### config.mk
export PLATFORM = sky130hd
export DESIGN_NAME = im_loader
export DESIGN_NICKNAME = d
export VERILOG_FILES = /design/src/rtl/im_loader.sv
export SDC_FILE = /design/constraint.sdc
export NUM_CORES = 1
export LEC_CHECK = 0
export CAP_MARGIN = 20
export CORE_ASPECT_RATIO = 0.6
export CORE_MARGIN = 10
export CORE_UTILIZATION = 25
export DETAILED_ROUTE_END_ITERATION = 10
export SLEW_MARGIN = 5
export SYNTH_ARGS = -nofsm -noshare
export SYNTH_HDL_FRONTEND = slang
export SYNTH_SLANG_ARGS = --single-unit
### constraint.sdc
create_clock -name clk -period 5.5 [get_ports clk]
set_input_delay 0.825 -clock clk [delete_from_list [all_inputs] [get_ports clk]]
set_output_delay 0.825 -clock clk [all_outputs]
set_load 0.03 [all_outputs]
### src/rtl/im_loader.sv
// Program loader: assembles a byte stream into 16-bit words, writes them into
// instruction memory and holds the CPU in reset until the image is complete.
module im_loader #(
  parameter int RST_CYCLES = 2
) (
  input  logic        clk,
  input  logic        reset,
  input  logic        load_req,
  input  logic [9:0]  word_count,
  input  logic        byte_valid,
  input  logic [7:0]  byte_data,
  output logic        byte_ready,
  output logic        im_en_write,
  output logic [9:0]  im_address,
  output logic [15:0] im_data,
  output logic        cpu_reset,
  output logic        cpu_start,
  output logic        busy,
  output logic        done,
  output logic        error
);

  typedef enum logic [2:0] {IDLE, HI, LO, WRITE, RST, RUN} state_t;

  state_t      state;
  logic [9:0]  count_q;
  logic [9:0]  addr_q;
  logic [7:0]  hi_byte;
  logic [7:0]  lo_byte;
  logic [15:0] rst_cnt;

  logic xfer;
  logic last_word;

  assign xfer      = byte_valid & byte_ready;
  assign last_word = (addr_q == count_q - 10'd1);

  // Outputs are registered alongside the state: every transition below also
  // sets the output values that belong to the state being entered.
  always_ff @(posedge clk) begin
    if (reset) begin
      // NOTE: reset is synchronous, so it lives inside the clocked branch and
      // wins over every other action in the same cycle.
      state       <= IDLE;
      count_q     <= '0;
      addr_q      <= '0;
      hi_byte     <= '0;
      lo_byte     <= '0;
      rst_cnt     <= '0;
      byte_ready  <= 1'b0;
      im_en_write <= 1'b0;
      im_address  <= '0;
      im_data     <= '0;
      cpu_reset   <= 1'b1;
      cpu_start   <= 1'b0;
      busy        <= 1'b0;
      done        <= 1'b0;
      error       <= 1'b0;
    end else begin
      // NOTE: the strobe defaults low each cycle so it is exactly one cycle wide.
      im_en_write <= 1'b0;
      unique case (state)
        IDLE, RUN: begin
          if (load_req) begin
            cpu_reset <= 1'b1;
            cpu_start <= 1'b0;
            done      <= 1'b0;
            if (word_count != 10'd0) begin
              state      <= HI;
              count_q    <= word_count;
              addr_q     <= '0;
              error      <= 1'b0;
              byte_ready <= 1'b1;
              busy       <= 1'b1;
            end else begin
              state <= IDLE;
              error <= 1'b1;
            end
          end
        end
        HI: begin
          if (xfer) begin
            hi_byte <= byte_data;
            state   <= LO;
          end
        end
        LO: begin
          if (xfer) begin
            lo_byte     <= byte_data;
            state       <= WRITE;
            byte_ready  <= 1'b0;
            im_en_write <= 1'b1;
            im_address  <= addr_q;
            im_data     <= {hi_byte, byte_data};
          end
        end
        WRITE: begin
          if (last_word) begin
            state   <= RST;
            rst_cnt <= 16'(RST_CYCLES);
          end else begin
            addr_q     <= addr_q + 10'd1;
            state      <= HI;
            byte_ready <= 1'b1;
          end
        end
        RST: begin
          // A count of 0 or 1 still gives one RST cycle before release.
          if (rst_cnt <= 16'd1) begin
            state     <= RUN;
            rst_cnt   <= '0;
            cpu_reset <= 1'b0;
            cpu_start <= 1'b1;
            done      <= 1'b1;
            busy      <= 1'b0;
          end else begin
            rst_cnt <= rst_cnt - 16'd1;
          end
        end
        default: state <= IDLE;
      endcase
    end
  end

endmodule

### Word-level counts from Yosys, hierarchy flattened

Cells that the tools add are included.

* flip-flop bits (word level): 79
* input port bits: 22
* output and inout port bits: 33
* logic and storage cells: 78

* add/subtract/negate cells: 3
* order comparisons: 1
* equality and inequality tests: 13
* multiplexer cells: 28
* bitwise logic cells: 2
* reduce and logical (&&, ||, !) cells: 18

Operator list (count)
* 16-bit two-way mux: 2
* 16-bit one-hot mux with 2 select lines: 1
* 10-bit two-way mux: 3
* 10-bit one-hot mux with 2 select lines: 1
* 16-bit by 1-bit less-or-equal comparator with 1-bit output, second input constant: 1
* 16-bit by 1-bit subtractor with 16-bit output, second input constant: 1
* 3-bit two-way mux: 5
* 3-bit one-hot mux with 5 select lines: 1
* 2-bit inequality test, second input constant: 7
* 4-bit AND reduction: 3
* 1-bit two-way mux: 11
* 10-bit by 1-bit adder with 10-bit output, second input constant: 1
* 10-bit equality test: 1
* 10-bit nonzero test: 1
* 10-bit by 1-bit subtractor with 10-bit output, second input constant: 1
* 2-bit AND reduction: 4
* 3-bit by 2-bit equality test with 1-bit output, second input constant: 2
* 3-bit equality test, second input constant: 2
* 1-bit one-hot mux with 2 select lines: 3
* 3-bit AND reduction: 2
* 2-bit nonzero test: 3
* 5-bit AND reduction: 1
* 2-bit OR reduction: 2
* 3-bit by 1-bit equality test with 1-bit output, second input constant: 1
* other kinds (5): 5

### Depth between registers and ports, before layout

Gate-level depths: netlist of the first run.

* word-level depth: 4
* depth in mapped cells: 13
* mapped depth without buffers: 9

### Worst setup path before layout of the first run

No wires, ideal clock.

* kind: reg-to-reg
* from: register count_q[0]
* to: register rst_cnt[8]
* setup time: 134 ps
* data arrival time: 2311 ps
* required time: 5366 ps
* path slack: 3055 ps
* cell stages (with the launch flop): 14
* path buffers: 4
* period minus slack after synthesis: 2445 ps
* path through: dfxtp_1 -> buf_6 -> inv_1 -> ha_1 -> buf_2 -> nor4b_2 -> xnor2_1 -> o21ai_0 -> o31ai_4 -> or4_1 -> buf_4 -> nand2_2 -> buf_6 -> a311oi_2

* word-level cells in the longest chain between the ends: 4

Ends and longest elaborated chain
* from (decl): RTL line 26 `logic [9:0] count_q;`
* from (signal assigned): RTL line 70 `count_q <= word_count;`
* 10-bit by 1-bit subtractor with 10-bit output: RTL line 36 `assign last_word = (addr_q == count_q - 10'd1);`
* 10-bit equality test: RTL line 36
* 2-bit inequality test (no line)
* 2-bit AND reduction (no line)
* to (signal assigned): RTL line 100 `rst_cnt <= 16'(RST_CYCLES);`
* to (signal assigned): RTL line 117 `rst_cnt <= rst_cnt - 16'd1;`
* to (decl): RTL line 30 `logic [15:0] rst_cnt;`

No other way between the ends.
A chain may end at the register's enable or synchronous reset.

### Final worst setup path of the first run

* from: input word_count[9]
* to: register addr_q[2]

* word-level cells in the longest chain between the ends: 3

Ends and longest elaborated chain
* from (decl): RTL line 9 `input logic [9:0] word_count,`
* 10-bit nonzero test: RTL line 68 `if (word_count != 10'd0) begin`
* 2-bit inequality test (no line)
* 4-bit AND reduction (no line)
* to (signal assigned): RTL line 102 `addr_q <= addr_q + 10'd1;`
* to (decl): RTL line 27 `logic [9:0] addr_q;`

No other way between the ends.

==> flow_summary.toml, run 1 <==
[outcome]
run_status = "finished, final reports clean"

[drt]
avgRoutedWirePerCell_um = 14.79
totalWireLength_um = 10570
route.antenna.remaining_nets = 0
firstDrtPassIters = 4
drcViolationCount = 0
via_count = 3521
detail_route.iter0.violations = 315
route.detailed.vias_per_inst = 4.924

[worst_hold_path]
worst_hold_start = "hi_byte[1]"
min-delay-path-class = "register to register"
timing.hold.worst_path_depth = 2
hold_path_end = "im_data[9]"

[yosys]
ys_seq_area_frac = 0.4127
syn_nets = 500
synthDistinctLibCells = 53
synthesized_area_sq_mm = 0.003832
synthesis.area_per_instance_sq_um = 8.085
postSynthCellCount = 474
ys.warnings.count = 0
synth_flop_cell = "sky130_fd_sc_hd__dfxtp_1"
postSynthRegisterBits = 79
number_of_enable_flip_flop_cells_after_synthesis = 0
ys_async_rst_share = 0
synth_largest_area_cell = "sky130_fd_sc_hd__dfxtp_1"
netlist_top_cells_area = "sky130_fd_sc_hd__dfxtp_1 41%, sky130_fd_sc_hd__nand2_1 8.5%, sky130_fd_sc_hd__a21oi_1 6.0%"
synth_top_area_share = 0.4127

[critical_path]
r2r_slack_ps = 2590
cells_along_the_critical_path = "clkdlybuf4s50_1 -> nor4_1 -> nand3_1 -> nand3_1 -> nand2_1 -> or4_1 -> or2_2 -> nand3_1"
crit_path_max_incr_delay_ps = 650
worst_r2r_path_depth = 9
timing.rr.end = "rst_cnt[10]"
crit_type = "input port to register"
timing.critical_path.from_type = "input port"
worstReg2RegStart = "count_q[0]"
critical_path_capture_point_type = "register"
critPathArrivalTime_ps = 3630
critPathSlowestCell = "sky130_fd_sc_hd__nand3_1"
timing.critical_path.mode_cell = "sky130_fd_sc_hd__nand3_1"
largest_fanout_on_the_critical_path = 14
cp.required_ps = 5770

[sta]
worst_slew_pin_slew_ps = 1083
tns_ps = 0
relative_slew_margins = 0.2738
postLayoutSetupSlackWorst_ps = 2147
slew_viol_final = 0
max_freq_ghz = 0.2982
hold_viol_final = 0
layout_min_cycle_time_ps = 3353
setup_violations = 0
post-route-period-util = 0.6096
finalHoldWorstSlack_ps = 451.5
worst_clock_skew_ps = 7.147
setup_repair_after_global_routing_missed_its_margin = "no"

[clocking]
post_cts_hold_buffer_count = 0
clock_path_buffers = 2
postCtsResizedCells = 0
worst_setup_hold_path_clk_slew_ps = 60
cts_root_buffer = "sky130_fd_sc_hd__clkbuf_16"
cts_max_level = 3
cts_buffers = 9
cts_tree = "done"
clock_sink_count = 79
clock_latency_ps = 340
post-cts-setup-buffer-count = 0

[floorplanning]
count_of_pins_on_the_block_boundary = 55
rows = 34
fp.coreArea_sq_mm = 0.01476
die_height_um = 115.9
floorplan.die.width_um = 179.8
starting_density_of_the_core = 0.2596
floorplan.die_area_sq_mm = 0.02084

[power]
switching_share = 0.4096
power.density_cell_area_mw_per_mm2 = 492.4
power_frac_comb = 0.429
sequentialPowerShare = 0.326
vdd_drop_max_mv = 0.2392
cellLeakagePower_nw = 1.664
power.net_switching_w = 0.0009692
pwr-share-clk = 0.245
power_report.internal_total_w = 0.001397

[placed_design]
port-buffer-count = 54
dp_worst_setup_slack_ps = 1837
postPlaceCellArea_sq_mm = 0.004513
place_congestion = 0.8308
hpwl_um = 7631
placed_cell_count = 699

[final_layout]
fin_cells = 715
syn2layout_area_growth_pct = 25.37
layout_commonest_cell = "sky130_fd_sc_hd__nand2_1"
n_antenna_cell = 0
drive_gt1_frac = 0.07157
post_route_cell_area_sq_mm = 0.004805
finalNetCount = 539
layout_common_cells = "87 x sky130_fd_sc_hd__nand2_1, 79 x sky130_fd_sc_hd__dfxtp_1, 53 x sky130_fd_sc_hd__clkdlybuf4s50_1, 46 x sky130_fd_sc_hd__a21oi_1, 40 x sky130_fd_sc_hd__nor2_1"

[global_routing]
vias_in_the_first_global_route = 3331
globalRouteOverflowTotal = 0
grt_max_degree = 67
antenna_violations_before_repair = 0
grtUsageTotal = 0.1025
global_route_wire_length_before_repair_um = 17560

[job]
cap_viol_max_count = 0
metal layers:
layer,up-vias,global-route usage,part of all wire
li1,1754,-,-
met1,1654,0.1463,0.53
met2,100,0.1410,0.39
met3,13,0.03176,0.066
met4,0,0.03511,0.016
met5,-,0,0
logic make-up after synthesis:
kind of cell,synth area share
buffers and inverters,0.04832
XOR/XNOR,0.02938
adder cells (fa/ha/maj),0.01306
AO/OA/AOI/OAI,0.1881
AND/OR/NAND/NOR,0.2589
flip-flops,0.4127
multiplexers,0.04962
final cells by class:
| class | instances | area, sq um |
|---|---|---|
| repair buffers | 58 | 589.3 |
| clock inverters | 4 | 47.55 |
| clock buffers | 11 | 232.7 |
| flip-flops and latches | 79 | 1582 |
| well taps | 198 | 247.7 |
| multi-input cells | 355 | 2068 |
| inverters | 10 | 37.54 |
| fillers | 1546 | 9957 |
flip-flops by register name, indices dropped and copies added, names as in the netlist:
register     flops
hi_byte          8
done             1
state            3
busy             1
im_data         16
rst_cnt         16
im_en_write      1
error            1
addr_q          10
byte_ready       1
cpu_reset        1
count_q         10
im_address      10
through the flow:
| step | utilization | power, W |
|---|---|---|
| global placement | 0.3039 | 0.001732 |
| floorplan | - | 0.001547 |
| finish | 0.3255 | 0.002366 |
| detailed placement | 0.3057 | 0.001770 |
| CTS | 0.3247 | 0.002360 |
| global route | 0.3255 | 0.002540 |
critical path, delay by kind of cell:
kind / cells / cell delay [ps]
and+or+nand+nor: 7 / 2360
buffers and inverters: 1 / 430
synthesized netlist by cell type, types with 10 or more instances:
cell / n
sky130_fd_sc_hd__a21oi_1: 46
sky130_fd_sc_hd__nand3_1: 13
sky130_fd_sc_hd__mux2i_1: 19
sky130_fd_sc_hd__nor2_1: 41
sky130_fd_sc_hd__nand2_1: 87
sky130_fd_sc_hd__o21ai_0: 18
sky130_fd_sc_hd__dfxtp_1: 79
sky130_fd_sc_hd__inv_1: 10
sky130_fd_sc_hd__nor3_1: 14
sky130_fd_sc_hd__a31oi_1: 12
sky130_fd_sc_hd__clkbuf_1: 19
power groups by stage:
stage	Combinational [W]	Clock, W	Sequential [W]
after floorplan	0.000794	0	0.000753
after global placement	0.000957	0	0.000775
after detailed placement	0.000990	0	0.000780
after CTS	0.000997	0.000594	0.000769
after global routing	0.00113	0.000619	0.000785
final	0.00102	0.000580	0.000771
worst max path at each step:
| stage | from | to | slack, ps |
|---|---|---|---|
| 3_5_place_dp | word_count[9] | addr_q[2] | 1840 |
| 5_1_grt | word_count[3] | addr_q[2] | 1990 |
| 3_3_place_gp | word_count[9] | addr_q[2] | 1890 |
| 6_report | word_count[9] | addr_q[2] | 2150 |
| 4_1_cts | word_count[9] | addr_q[2] | 2190 |
| 2_1_floorplan | count_q[0] | rst_cnt[8] | 3050 |
No activity file was read; power rests on OpenSTA's default activity.
==> inputs of run 2 (changes only) <==
==> constraint.sdc (replaced) <==
create_clock -name clk -period 3.3 [get_ports clk]
set_input_delay 0.495 -clock clk [delete_from_list [all_inputs] [get_ports clk]]
set_output_delay 0.495 -clock clk [all_outputs]
set_load 0.03 [all_outputs]
==> run 2 against run 1 <==
  * Clock skew increased by 3.5 ps
  * Worst setup slack lost 1800 ps
  * Count of clock-buffer cells in the layout unchanged
  * Critical path depth grew 1
  * Routed wire length grew 5.1%
  * First-iteration DRC count shrank 0.32%
  * Die area stayed put
  * Critical endpoint is now rst_cnt[6]
  * Worst hold slack improved by 1.6 ps
  * Final cell count is 0.70% higher
  * Largest cell class unchanged
  * Combinational power grew 68%
  * Highest routed layer unchanged
==> flow_summary.toml, run 2 (synthesis results as in run 1) <==
[outcome]
run_status = "finished, final reports clean"

[clocking]
clock_path_buffers = 2
postCtsResizedCells = 0
cts_tree = "done"
post_cts_hold_buffer_count = 0
post-cts-setup-buffer-count = 0
cts_buffers = 9
clock_latency_ps = 340
worst_setup_hold_path_clk_slew_ps = 70
clock_sink_count = 79
cts_root_buffer = "sky130_fd_sc_hd__clkbuf_16"
cts_max_level = 3

[placed_design]
hpwl_um = 7872
postPlaceCellArea_sq_mm = 0.004531
place_congestion = 0.7760
port-buffer-count = 54

[global_routing]
vias_in_the_first_global_route = 3463
global_route_wire_length_before_repair_um = 18400
grtUsageTotal = 0.1076
antenna_violations_before_repair = 0
globalRouteOverflowTotal = 0
grt_max_degree = 66

[final_layout]
n_antenna_cell = 0
largestRegisters = "im_data: 16 flops, rst_cnt: 16 flops"
finalNetCount = 543
layout_common_cells = "87 x sky130_fd_sc_hd__nand2_1, 79 x sky130_fd_sc_hd__dfxtp_1, 53 x sky130_fd_sc_hd__clkdlybuf4s50_1, 46 x sky130_fd_sc_hd__a21oi_1, 40 x sky130_fd_sc_hd__nor2_1"
layout_commonest_cell = "sky130_fd_sc_hd__nand2_1"
drive_gt1_frac = 0.08429
post_route_cell_area_sq_mm = 0.004863
syn2layout_area_growth_pct = 26.90

[drt]
detail_route.iter0.violations = 314
route.antenna.remaining_nets = 0
firstDrtPassIters = 5
totalWireLength_um = 11110
avgRoutedWirePerCell_um = 15.43
drcViolationCount = 0
via_count = 3590
route.detailed.vias_per_inst = 4.986

[sta]
max_freq_ghz = 0.3439
hold_viol_final = 0
worst_slew_pin_slew_ps = 748.8
layout_min_cycle_time_ps = 2908
setup_violations = 0
relative_slew_margins = 0.4962
slew_viol_final = 0
setup_repair_after_global_routing_missed_its_margin = "no"
tns_ps = 0
post-route-period-util = 0.8811
worst_clock_skew_ps = 10.68

[floorplanning]
floorplan.die_area_sq_mm = 0.02084
die_height_um = 115.9
floorplan.die.width_um = 179.8
starting_density_of_the_core = 0.2596
fp.coreArea_sq_mm = 0.01476
count_of_pins_on_the_block_boundary = 55
rows = 34

[power]
cellLeakagePower_nw = 1.699
power.density_cell_area_mw_per_mm2 = 847.0
vdd_drop_max_mv = 0.2617

[critical_path]
crit_type = "register to register"
critPathArrivalTime_ps = 3090
cp.required_ps = 3480
worst_r2r_path_depth = 9
largest_fanout_on_the_critical_path = 11
timing.critical_path.from_type = "register"
r2r_slack_ps = 390
critical_path_capture_point_type = "register"

[worst_hold_path]
min-delay-path-class = "register to register"
timing.hold.worst_path_depth = 2

[job]
cap_viol_max_count = 0
## run 2: changes by cell type in the layout (fill, tap and decap cells not counted)
cell / previous run / this run
sky130_fd_sc_hd__bufinv_16: 1 / 2
sky130_fd_sc_hd__clkbuf_1: 2 / 0
sky130_fd_sc_hd__buf_16: 1 / 0
sky130_fd_sc_hd__buf_6: 1 / 0
sky130_fd_sc_hd__clkbuf_8: 0 / 2
sky130_fd_sc_hd__clkinv_2: 2 / 1
sky130_fd_sc_hd__buf_4: 2 / 8
sky130_fd_sc_hd__clkinvlp_4: 1 / 2
## run 2: layout make-up
type	count	area [sq um]
clock buffer	11	252.7
clock inverter	5	80.08
fill	1517	9898
inverter	10	37.54
multi-input combinational	355	2068
sequential	79	1582
tap	198	247.7
timing repair buffer	62	595.6
## run 2: critical path, stage by stage (launching register included)
cell and delay, ps:
sky130_fd_sc_hd__dfxtp_1 440, sky130_fd_sc_hd__inv_1 70, sky130_fd_sc_hd__ha_1 330, sky130_fd_sc_hd__o21bai_1 250, sky130_fd_sc_hd__a311oi_1 320, sky130_fd_sc_hd__a211oi_1 80, sky130_fd_sc_hd__o31a_1 160, sky130_fd_sc_hd__or4_1 660
sky130_fd_sc_hd__nand2_2 310, sky130_fd_sc_hd__a311oi_1 140
## run 2: worst paths after layout
path | end | startpoint
worst max-delay path | rst_cnt[6] | count_q[0]
worst min-delay path | im_data[5] | im_data[5]
worst max register to register | rst_cnt[6] | count_q[0]
worst min register to register | im_data[5] | im_data[5]
## run 2: report_power, final
group | switching (W) | internal [W] | total [W]
logic | 0.00104 | 0.000679 | 0.00171
registers | 0.000197 | 0.00110 | 0.00129
clock network | 0.000409 | 0.000703 | 0.00111
## run 2: metrics by stage
| step | util | hold slack [ps] | total power, W | setup slack (ps) | instances |
|---|---|---|---|---|---|
| 3_3_place_gp | 0.3069 | 436.2 | 0.002928 | 596.4 | 704 |
| 6_report | 0.3295 | 453.1 | 0.004119 | 392.4 | 720 |
| 3_5_place_dp | 0.3069 | 447.6 | 0.002992 | 441.8 | 704 |
| 2_1_floorplan | - | 431.3 | 0.002578 | 854.9 | 474 |
| 5_1_grt | 0.3295 | 473.4 | 0.004413 | 214.0 | 720 |
| 4_1_cts | 0.3295 | 455.4 | 0.004129 | 397.2 | 720 |
## run 2: per-layer routing
metal,up-vias,routed length (um),track usage
li1,1769,-,-
met1,1697,5816,0.1510
met2,114,4509,0.1536
met3,10,628,0.03020
met4,0,157,0.03730
met5,-,0,0
